### config.mk
export PLATFORM = sky130hd
export DESIGN_NAME = timed_pulse_gen
export DESIGN_NICKNAME = d
export VERILOG_FILES = /design/src/rtl/timed_pulse_gen.sv
export SDC_FILE = /design/constraint.sdc
export NUM_CORES = 1
export LEC_CHECK = 0
export ABC_CLOCK_PERIOD_IN_PS = 3200
export CAP_MARGIN = 5
export CORE_MARGIN = 2
export CORE_UTILIZATION = 35
export DETAILED_ROUTE_END_ITERATION = 7
export GPL_ROUTABILITY_DRIVEN = 0
export SETUP_SLACK_MARGIN = 0.05
export SYNTH_ARGS = -nofsm -noshare
export SYNTH_HDL_FRONTEND = slang
export SYNTH_SLANG_ARGS = --single-unit
### constraint.sdc
create_clock -name clk -period 3.2 [get_ports clk]
set_clock_uncertainty 0.1 [all_clocks]
set_input_delay 0.64 -clock clk [delete_from_list [all_inputs] [get_ports clk]]
set_output_delay 0.64 -clock clk [all_outputs]
set_load 0.01 [all_outputs]
### src/rtl/timed_pulse_gen.sv
// timed_pulse_gen: drives `pulse` high for exactly `dur` clock cycles after a
// start request, then emits a one-cycle `done` strobe. All outputs are
// registered; the FSM computes next-state and next-output values and a single
// register stage holds both.
//
// Optional feature: define PULSE_REPEAT_EN to add the `rep` input and a GAP
// state. This produces a square wave with `dur` cycles high and `dur` cycles
// low for as long as `rep` is held.
module timed_pulse_gen #(
    parameter int WIDTH = 6
) (
    input  logic             clk,
    input  logic             rst,
    input  logic             start,
    input  logic [WIDTH-1:0] dur,
    input  logic             abort,
`ifdef PULSE_REPEAT_EN
    input  logic             rep,
`endif
    output logic             pulse,
    output logic             busy,
    output logic             done,
    output logic [WIDTH-1:0] remaining
);

`ifdef PULSE_REPEAT_EN
    typedef enum logic [1:0] {IDLE, ACTIVE, DONE, GAP} state_t;
`else
    typedef enum logic [1:0] {IDLE, ACTIVE, DONE} state_t;
`endif

    localparam logic [WIDTH-1:0] ONE = WIDTH'(1);

    state_t           state_q, state_d;
    logic [WIDTH-1:0] dur_q, dur_d;
    logic             pulse_d, busy_d, done_d;
    logic [WIDTH-1:0] rem_d;

    // Next-state and next-output logic; outputs are registered below, so no
    // input reaches an output without passing through a flop.
    always_comb begin
        // NOTE: every variable gets a default before the case statement, so no
        // path through the block leaves a value unassigned and no latch is inferred.
        state_d = state_q;
        dur_d   = dur_q;
        pulse_d = 1'b0;
        busy_d  = 1'b0;
        done_d  = 1'b0;
        rem_d   = '0;

        case (state_q)
            IDLE: begin
                // abort outranks start; a zero-length request completes at once
                if (start && !abort) begin
                    dur_d = dur;
                    if (dur != '0) begin
                        state_d = ACTIVE;
                        pulse_d = 1'b1;
                        busy_d  = 1'b1;
                        rem_d   = dur;
                    end else begin
                        state_d = DONE;
                        done_d  = 1'b1;
                    end
                end
            end

            ACTIVE: begin
                if (abort) begin
                    state_d = IDLE;
                end else if (remaining == ONE) begin
`ifdef PULSE_REPEAT_EN
                    if (rep) begin
                        // Low half of the square wave: still busy, reload count
                        state_d = GAP;
                        busy_d  = 1'b1;
                        done_d  = 1'b1;
                        rem_d   = dur_q;
                    end else begin
                        state_d = DONE;
                        done_d  = 1'b1;
                    end
`else
                    state_d = DONE;
                    done_d  = 1'b1;
`endif
                end else begin
                    pulse_d = 1'b1;
                    busy_d  = 1'b1;
                    rem_d   = remaining - ONE;
                end
            end

            // One-cycle completion; start and abort are both ignored here
            DONE: begin
                state_d = IDLE;
            end

`ifdef PULSE_REPEAT_EN
            GAP: begin
                if (abort) begin
                    state_d = IDLE;
                end else if (remaining == ONE) begin
                    if (rep) begin
                        state_d = ACTIVE;
                        pulse_d = 1'b1;
                        busy_d  = 1'b1;
                        rem_d   = dur_q;
                    end else begin
                        state_d = IDLE;
                    end
                end else begin
                    busy_d = 1'b1;
                    rem_d  = remaining - ONE;
                end
            end
`endif

            default: begin
                state_d = IDLE;
            end
        endcase
    end

    // State, latched duration and registered outputs; async reset clears all
    always_ff @(posedge clk or posedge rst) begin
        // NOTE: sequential state uses non-blocking assignments so every flop
        // samples the pre-edge values regardless of statement order.
        if (rst) begin
            state_q   <= IDLE;
            dur_q     <= '0;
            pulse     <= 1'b0;
            busy      <= 1'b0;
            done      <= 1'b0;
            remaining <= '0;
        end else begin
            state_q   <= state_d;
            dur_q     <= dur_d;
            pulse     <= pulse_d;
            busy      <= busy_d;
            done      <= done_d;
            remaining <= rem_d;
        end
    end

endmodule

==> Implementation_results.wiki, run 1 <==
{| class="wikitable"
! Metric !! Value
|-
| Run status || complete, no violations
|-
| Max Clock Freq || 484 MHz
|-
| Post-synth cell types || 21
|-
| CTS tree || done
|-
| Cell-by-cell listing of the critical path || clkdlybuf4s50_1
|-
| Cell count after synthesis || 56
|-
| Post-CTS Repair Setup Buffers || 0
|-
| Overall global routing resource usage || roughly 15%
|-
| Maximum number of pins on one net before global-route repair || 11
|-
| Wire length of the first global-routing pass || ~2100 um
|-
| Wirelength per Cell || around 13 um
|-
| Highest fanout seen on the critical path || 6
|-
| Most common cell after layout, fill and taps aside || clkdlybuf4s50_1
|-
| Hold-fix buffer count after cts || 0
|-
| Critical Path AT || between 1 and 1.5 ns
|-
| Final antenna-violating net count || 0
|-
| Hold/Removal Path Class || flop to flop
|-
| Startpoint Class || flop
|-
| Unrepaired setup endpoints after global routing || no
|-
| NumNets Final || 90
|-
| Least-Margin Pin Slew || around 0.43 ns
|-
| Post-cts sizing count || 0
|-
| Reported leakage power || 0.317 nW
|-
| Overall die area || 1940 sq um
|-
| TritonCTS sink count || 10
|-
| Number of global-route vias before repair || 462
|-
| Post-placement cell count || 89
|-
| Met2 Wirelength || ~560 um
|-
| # DRC || 0
|-
| Starting density of the core || about 37%
|-
| Post-synthesis sequential area ratio || around 45%
|-
| Synth warnings || 0
|-
| Total congestion overflow after global routing || 0
|-
| H-tree Lvls || 1
|-
| Layout cell share with drive strength beyond 1 || under 10%
|-
| Overall die width || about 44 um
|-
| Via-per-instance ratio || ~5.1
|-
| Peak supply drop || 0.288 mV
|-
| Number of violations reported at the end of detailed-routing iteration 0 || 6
|-
| Top metal layer carrying routed signals || met4
|-
| Crit-path leading delay family || buffers and inverters
|-
| Root buffer cell || clkbuf_4
|-
| Number of storage elements in the synthesis netlist || 10
|-
| Sum of routed wire length over all layers || around 1200 um
|-
| Die Ht || around 44 um
|-
| Core region area || 1510 sq um
|-
| Max_cap viols || 0
|-
| Placed cell area || ~750 sq um
|-
| TNS Setup || 0 ns
|-
| PortBufs || 18
|-
| Antenna violations before repair || 0
|-
| Slew headroom || 71.1%
|-
| Final clock period utilization by the worst path || about 65%
|-
| Post-Place Worst Slack || ~1.1 ns
|-
| Final Critical Period || 2.07 ns
|-
| Insertion delay to the later sink of the worst-skew pair || between 0.2 and 0.3 ns
|-
| Post-Synthesis Mean Instance Area || 10.0 sq um
|-
| Netlist area before placement || between 500 and 600 sq um
|-
| Final max-slew violation count || 0
|-
| Type of the worst setup path || flop to primary output
|-
| Type of element capturing the critical path || primary output
|-
| Worst hold margin || between 0.5 and 0.6 ns
|-
| Count of standard-cell rows || 14
|-
| Post-Syn Nets || 68
|-
| Count of final hold-check violations || 0
|-
| Setup-failing EPs final || 0
|-
| Longest Clk Path Bufs || 2
|-
| Final instance area || 776 sq um
|-
| Sum of net half-perimeters after detailed placement || 966 um
|-
| Routed met1 length || around 530 um
|-
| Final setup slack of the worst path || approximately 1.1 ns
|-
| Inserted Diodes || 0
|-
| Post-route non-filler standard cell count || between 90 and 100
|-
| Endpoint required time on the critical path || between 2 and 2.5 ns
|-
| Number of detailed-route iterations in the first pass || 4
|-
| Clock-pin slew reported for the worst setup and hold paths after clock tree synthesis || about 0.060 ns
|-
| Signed area change from the synthesized netlist to the final layout || 38.4%
|-
| Slowest stage cell, crit path || clkdlybuf4s50_1
|-
| I/O pin total || 19
|-
| Total power consumption of the routed design || 0.374 mW
|-
| Most frequent cells in the layout || clkdlybuf4s50_1 (18), dfrtp_1 (10), nand2_1 (8)
|-
| Routed wire length on met3 || 76 um
|-
| Routed via count || 465
|-
| Number of buffers and inverters on the critical path || 1
|-
| Inserted Clock Buffers || 3
|-
| Crit path largest cell delay || approximately 0.6 ns
|-
| Power density normalized to cell area || around 480 nW/um^2
|-
| Final Core Density || 51.5%
|}
-- registers in the layout (all words and copies together), names as in the netlist --
signal,flops
remaining,6
state_q,2
busy,1
done,1
-- per-layer routing --
metal / GRT usage, % / up-vias
met5: 0 / -
li1: - / 241
met4: 5.45 / 0
met1: 20.0 / 208
met3: 5.71 / 2
met2: 22.4 / 14
-- cell type report --
class	count	area, sq um
Tap cell	16	20.0
Timing Repair Buffer	18	180
Clock buffer	3	22.5
Sequential cell	10	250
Fill cell	140	731
Multi-Input combinational cell	41	288
Inverter	4	15.0
-- synth_stat cells --
library cell  number  area share [%]
nor2b_1            1             1.1
inv_1              4             2.7
xnor2_1            3             4.7
nor3_1             3             2.7
nor3b_1            1             1.3
nand4_1            2             2.2
a21boi_0           1             1.3
nor2_1             4             2.7
o41ai_1            1             1.6
buf_4              1             1.3
o21ai_0            7             6.2
or3_4              1             2.0
dfrtp_1           10              45
ha_1               2             4.5
o31ai_1            1             1.3
o311ai_4           1             4.7
and3_1             1             1.1
nor4b_4            1             4.2
nand2_1            8             5.4
nand4b_1           1             1.6
a22oi_1            2             2.7
-- logic make-up (layout without fill, tap and decap cells) --
| group | count (synthesis) | count (layout) | synth area share (%) |
|---|---|---|---|
| simple gates | 23 | 23 | 24.3 |
| compound gates | 13 | 13 | 17.9 |
| flops | 10 | 10 | 44.6 |
| buf+inv | 5 | 25 | 4.02 |
| xor+xnor | 3 | 3 | 4.69 |
| fa+ha+maj | 2 | 2 | 4.46 |
-- report_power, final --
part / total, mW / internal, mW / switching, mW
clock network: 0.0826 / 0.0433 / 0.0393
logic: 0.126 / 0.0713 / 0.0549
registers: 0.165 / 0.142 / 0.0236
-- path summary, 6_finish.rpt --
path / slack (ns) / startpoint / cells past startpoint / end
setup / recovery: 1.13 / remaining[5] / 1 / remaining[5]
min in group asynchronous: 0.56 / rst / 2 / done
hold / removal: 0.51 / remaining[0] / 1 / remaining[0]
setup reg to reg: 1.55 / remaining[2] / 3 / remaining[5]
hold reg to reg: 0.51 / remaining[0] / 1 / remaining[0]
max in group asynchronous: 2.16 / rst / 2 / busy
Power figures use the tool's default switching activity.
==> inputs of run 2 (changes only) <==
--- a/config.mk
+++ b/config.mk
@@ -5,7 +5,7 @@
 export SDC_FILE = /design/constraint.sdc
 export NUM_CORES = 1
 export LEC_CHECK = 0
-export ABC_CLOCK_PERIOD_IN_PS = 3200
+export ABC_CLOCK_PERIOD_IN_PS = 1930
 export CAP_MARGIN = 5
 export CORE_MARGIN = 2
 export CORE_UTILIZATION = 35
==> constraint.sdc (replaced) <==
create_clock -name clk -period 1.93 [get_ports clk]
set_clock_uncertainty 0.1 [all_clocks]
set_input_delay 0.386 -clock clk [delete_from_list [all_inputs] [get_ports clk]]
set_output_delay 0.386 -clock clk [all_outputs]
set_load 0.01 [all_outputs]
==> Implementation_results.wiki, run 2 (synthesized netlist as in run 1, its figures left out) <==
{| class="wikitable"
! Metric !! Value
|-
| Most frequent cells in the layout || clkdlybuf4s50_1 (18), dfrtp_1 (10), nand2_1 (8)
|-
| Sum of routed wire length over all layers || between 1000 and 1500 um
|-
| Inserted Diodes || 0
|-
| Setup-failing EPs final || 0
|-
| Clock-pin slew reported for the worst setup and hold paths after clock tree synthesis || around 0.07 ns
|-
| Placed cell area || 768 sq um
|-
| Number of flip-flops in the largest register || 6
|-
| CTS tree || done
|-
| Post-CTS Repair Setup Buffers || 0
|-
| Type of the worst setup path || flop to primary output
|-
| Number of global-route vias before repair || between 400 and 500
|-
| Crit-path leading delay family || buffers and inverters
|-
| Final max-slew violation count || 0
|-
| Overall global routing resource usage || between 10% and 20%
|-
| Area occupied by registers || 250 sq um
|-
| Startpoint Class || flop
|-
| Clk pwr share || 28.4%
|-
| H-tree Lvls || 1
|-
| Area of combinational cells with multiple inputs || between 200 and 300 sq um
|-
| # DRC || 0
|-
| Layout cell share with drive strength beyond 1 || 11.4%
|-
| Run status || complete, no violations
|-
| Peak-usage layer in the global routing report || met2
|-
| Design internal power || 0.471 mW
|-
| Longest Clk Path Bufs || 2
|-
| Number of fillers in the final layout || approximately 140
|-
| Source of the worst register-to-register timing path || remaining[2]
|-
| Slowest stage cell, crit path || clkdlybuf4s50_1
|-
| Final clock period utilization by the worst path || roughly 94%
|-
| Crit path largest cell delay || ~0.59 ns
|-
| TNS Setup || 0 ns
|-
| Cell-by-cell listing of the critical path || clkdlybuf4s50_1
|-
| Worst setup slack for register-to-register paths || roughly 0.31 ns
|-
| Grt met1 use || a little over a fifth
|-
| Starting density of the core || between 30% and 40%
|-
| Root buffer cell || clkbuf_4
|-
| Worst Setup SP || remaining[5]
|-
| Antenna violations before repair || 0
|-
| TritonCTS sink count || 10
|-
| Critical Path AT || 1.34 ns
|-
| Highest fanout seen on the critical path || 6
|-
| Sw frac || a little under a third
|-
| Met2 track demand over resource in global routing || a little under a quarter
|-
| Worst setup endpoint || remaining[5]
|-
| Wire length of the first global-routing pass || roughly 2200 um
|-
| Final Critical Period || about 1.8 ns
|-
| Routed via count || 493
|-
| R2r worst-path depth || 3
|-
| Maximum number of pins on one net before global-route repair || 11
|-
| Reported leakage power || 0.334 nW
|-
| Least-Margin Pin Slew || between 0.3 and 0.4 ns
|-
| Endpoint of the most critical register-to-register path || remaining[5]
|-
| Unrepaired setup endpoints after global routing || no
|-
| Die Ht || 44.0 um
|-
| Count of standard-cell rows || 14
|-
| Inserted Clock Buffers || 3
|-
| Sum of net half-perimeters after detailed placement || ~1000 um
|-
| Met3 Usage GRT || under 10%
|-
| Number of detailed-route iterations in the first pass || 4
|-
| Core region area || about 1500 sq um
|-
| Hold-fix buffer count after cts || 0
|-
| Register containing the most flip-flops in the final layout || remaining
|-
| Sequential share of power || between 40% and 50%
|-
| Post-cts sizing count || 0
|-
| Overall die width || 44.0 um
|-
| Signed area change from the synthesized netlist to the final layout || 43.5%
|-
| Final Core Density || about 53%
|-
| Final antenna-violating net count || 0
|-
| Type of element capturing the critical path || primary output
|-
| Slew headroom || between 70% and 80%
|-
| Count of final hold-check violations || 0
|-
| Max Clock Freq || about 550 MHz
|-
| Overall die area || 1940 sq um
|-
| Most common cell after layout, fill and taps aside || clkdlybuf4s50_1
|-
| Hold/Removal Path Class || primary input to async pin
|-
| Via-per-instance ratio || between 5 and 6
|-
| Endpoint required time on the critical path || 1.44 ns
|-
| Max_cap viols || 0
|-
| PortBufs || 18
|-
| Peak supply drop || ~0.38 mV
|-
| Final instance area || a little over 800 sq um
|-
| Power density normalized to cell area || approximately 850 nW/um^2
|-
| Total power consumption of the routed design || 0.683 mW
|-
| Number of violations reported at the end of detailed-routing iteration 0 || 13
|-
| NumNets Final || 92
|-
| Path length in cells of the critical path || 1
|-
| Part of the total power dissipated in combinational logic || a little under a third
|-
| Number of buffers and inverters on the critical path || 1
|-
| Insertion delay to the later sink of the worst-skew pair || 0.27 ns
|-
| Total congestion overflow after global routing || 0
|-
| Switching component of the power || 0.212 mW
|-
| Largest registers || remaining: 6 flops, state_q: 2 flops
|-
| I/O pin total || 19
|-
| Wirelength per Cell || approximately 13 um
|}
-- run 2: cell types whose count changed in the layout (fill, tap and decap cells not counted), sizes merged --
| cell | previous run | this run |
|---|---|---|
| buf | 0 | 2 |
| clkbuf | 3 | 4 |
-- run 2: layout make-up --
cell class / instances / area share, %
clock buffers: 4 / 4.51
inverters: 4 / 1.87
multi-input cells: 41 / 35.8
flip-flops and latches: 10 / 31.1
well taps: 16 / 2.49
repair buffers: 20 / 24.3
-- run 2: worst min-delay path by stage --
stage          slack (ns)          from  depth (start not counted)      endpoint
6_report             0.28           rst                          2  remaining[2]
5_1_grt              0.34           rst                          2          done
4_1_cts              0.29           rst                          2          done
3_5_place_dp         0.51  remaining[0]                          1  remaining[0]
3_3_place_gp         0.52  remaining[0]                          1  remaining[0]
2_1_floorplan        0.13           rst                          1          busy
-- run 2: power groups by stage --
stage / clock (mW) / sequential [mW] / combinational, mW
final: 0.194 / 0.275 / 0.214
after global placement: 0 / 0.278 / 0.214
after global routing: 0.204 / 0.281 / 0.235
after CTS: 0.198 / 0.274 / 0.215
after floorplan: 0 / 0.281 / 0.115
after detailed placement: 0 / 0.279 / 0.215
-- run 2: per-layer routing --
metal	vias up	routed length (um)
li1	245	-
met1	227	544
met2	19	607
met3	2	93
met4	0	8
met5	-	0
-- run 2: per-stage QoR --
stage	setup WS, ns	cells	hold WS (ns)
5_1_grt	0.0540	95	0.338
4_1_cts	0.100	95	0.290
2_1_floorplan	0.414	56	0.126
3_3_place_gp	0.163	91	0.523
6_report	0.108	95	0.279
3_5_place_dp	0.187	91	0.505
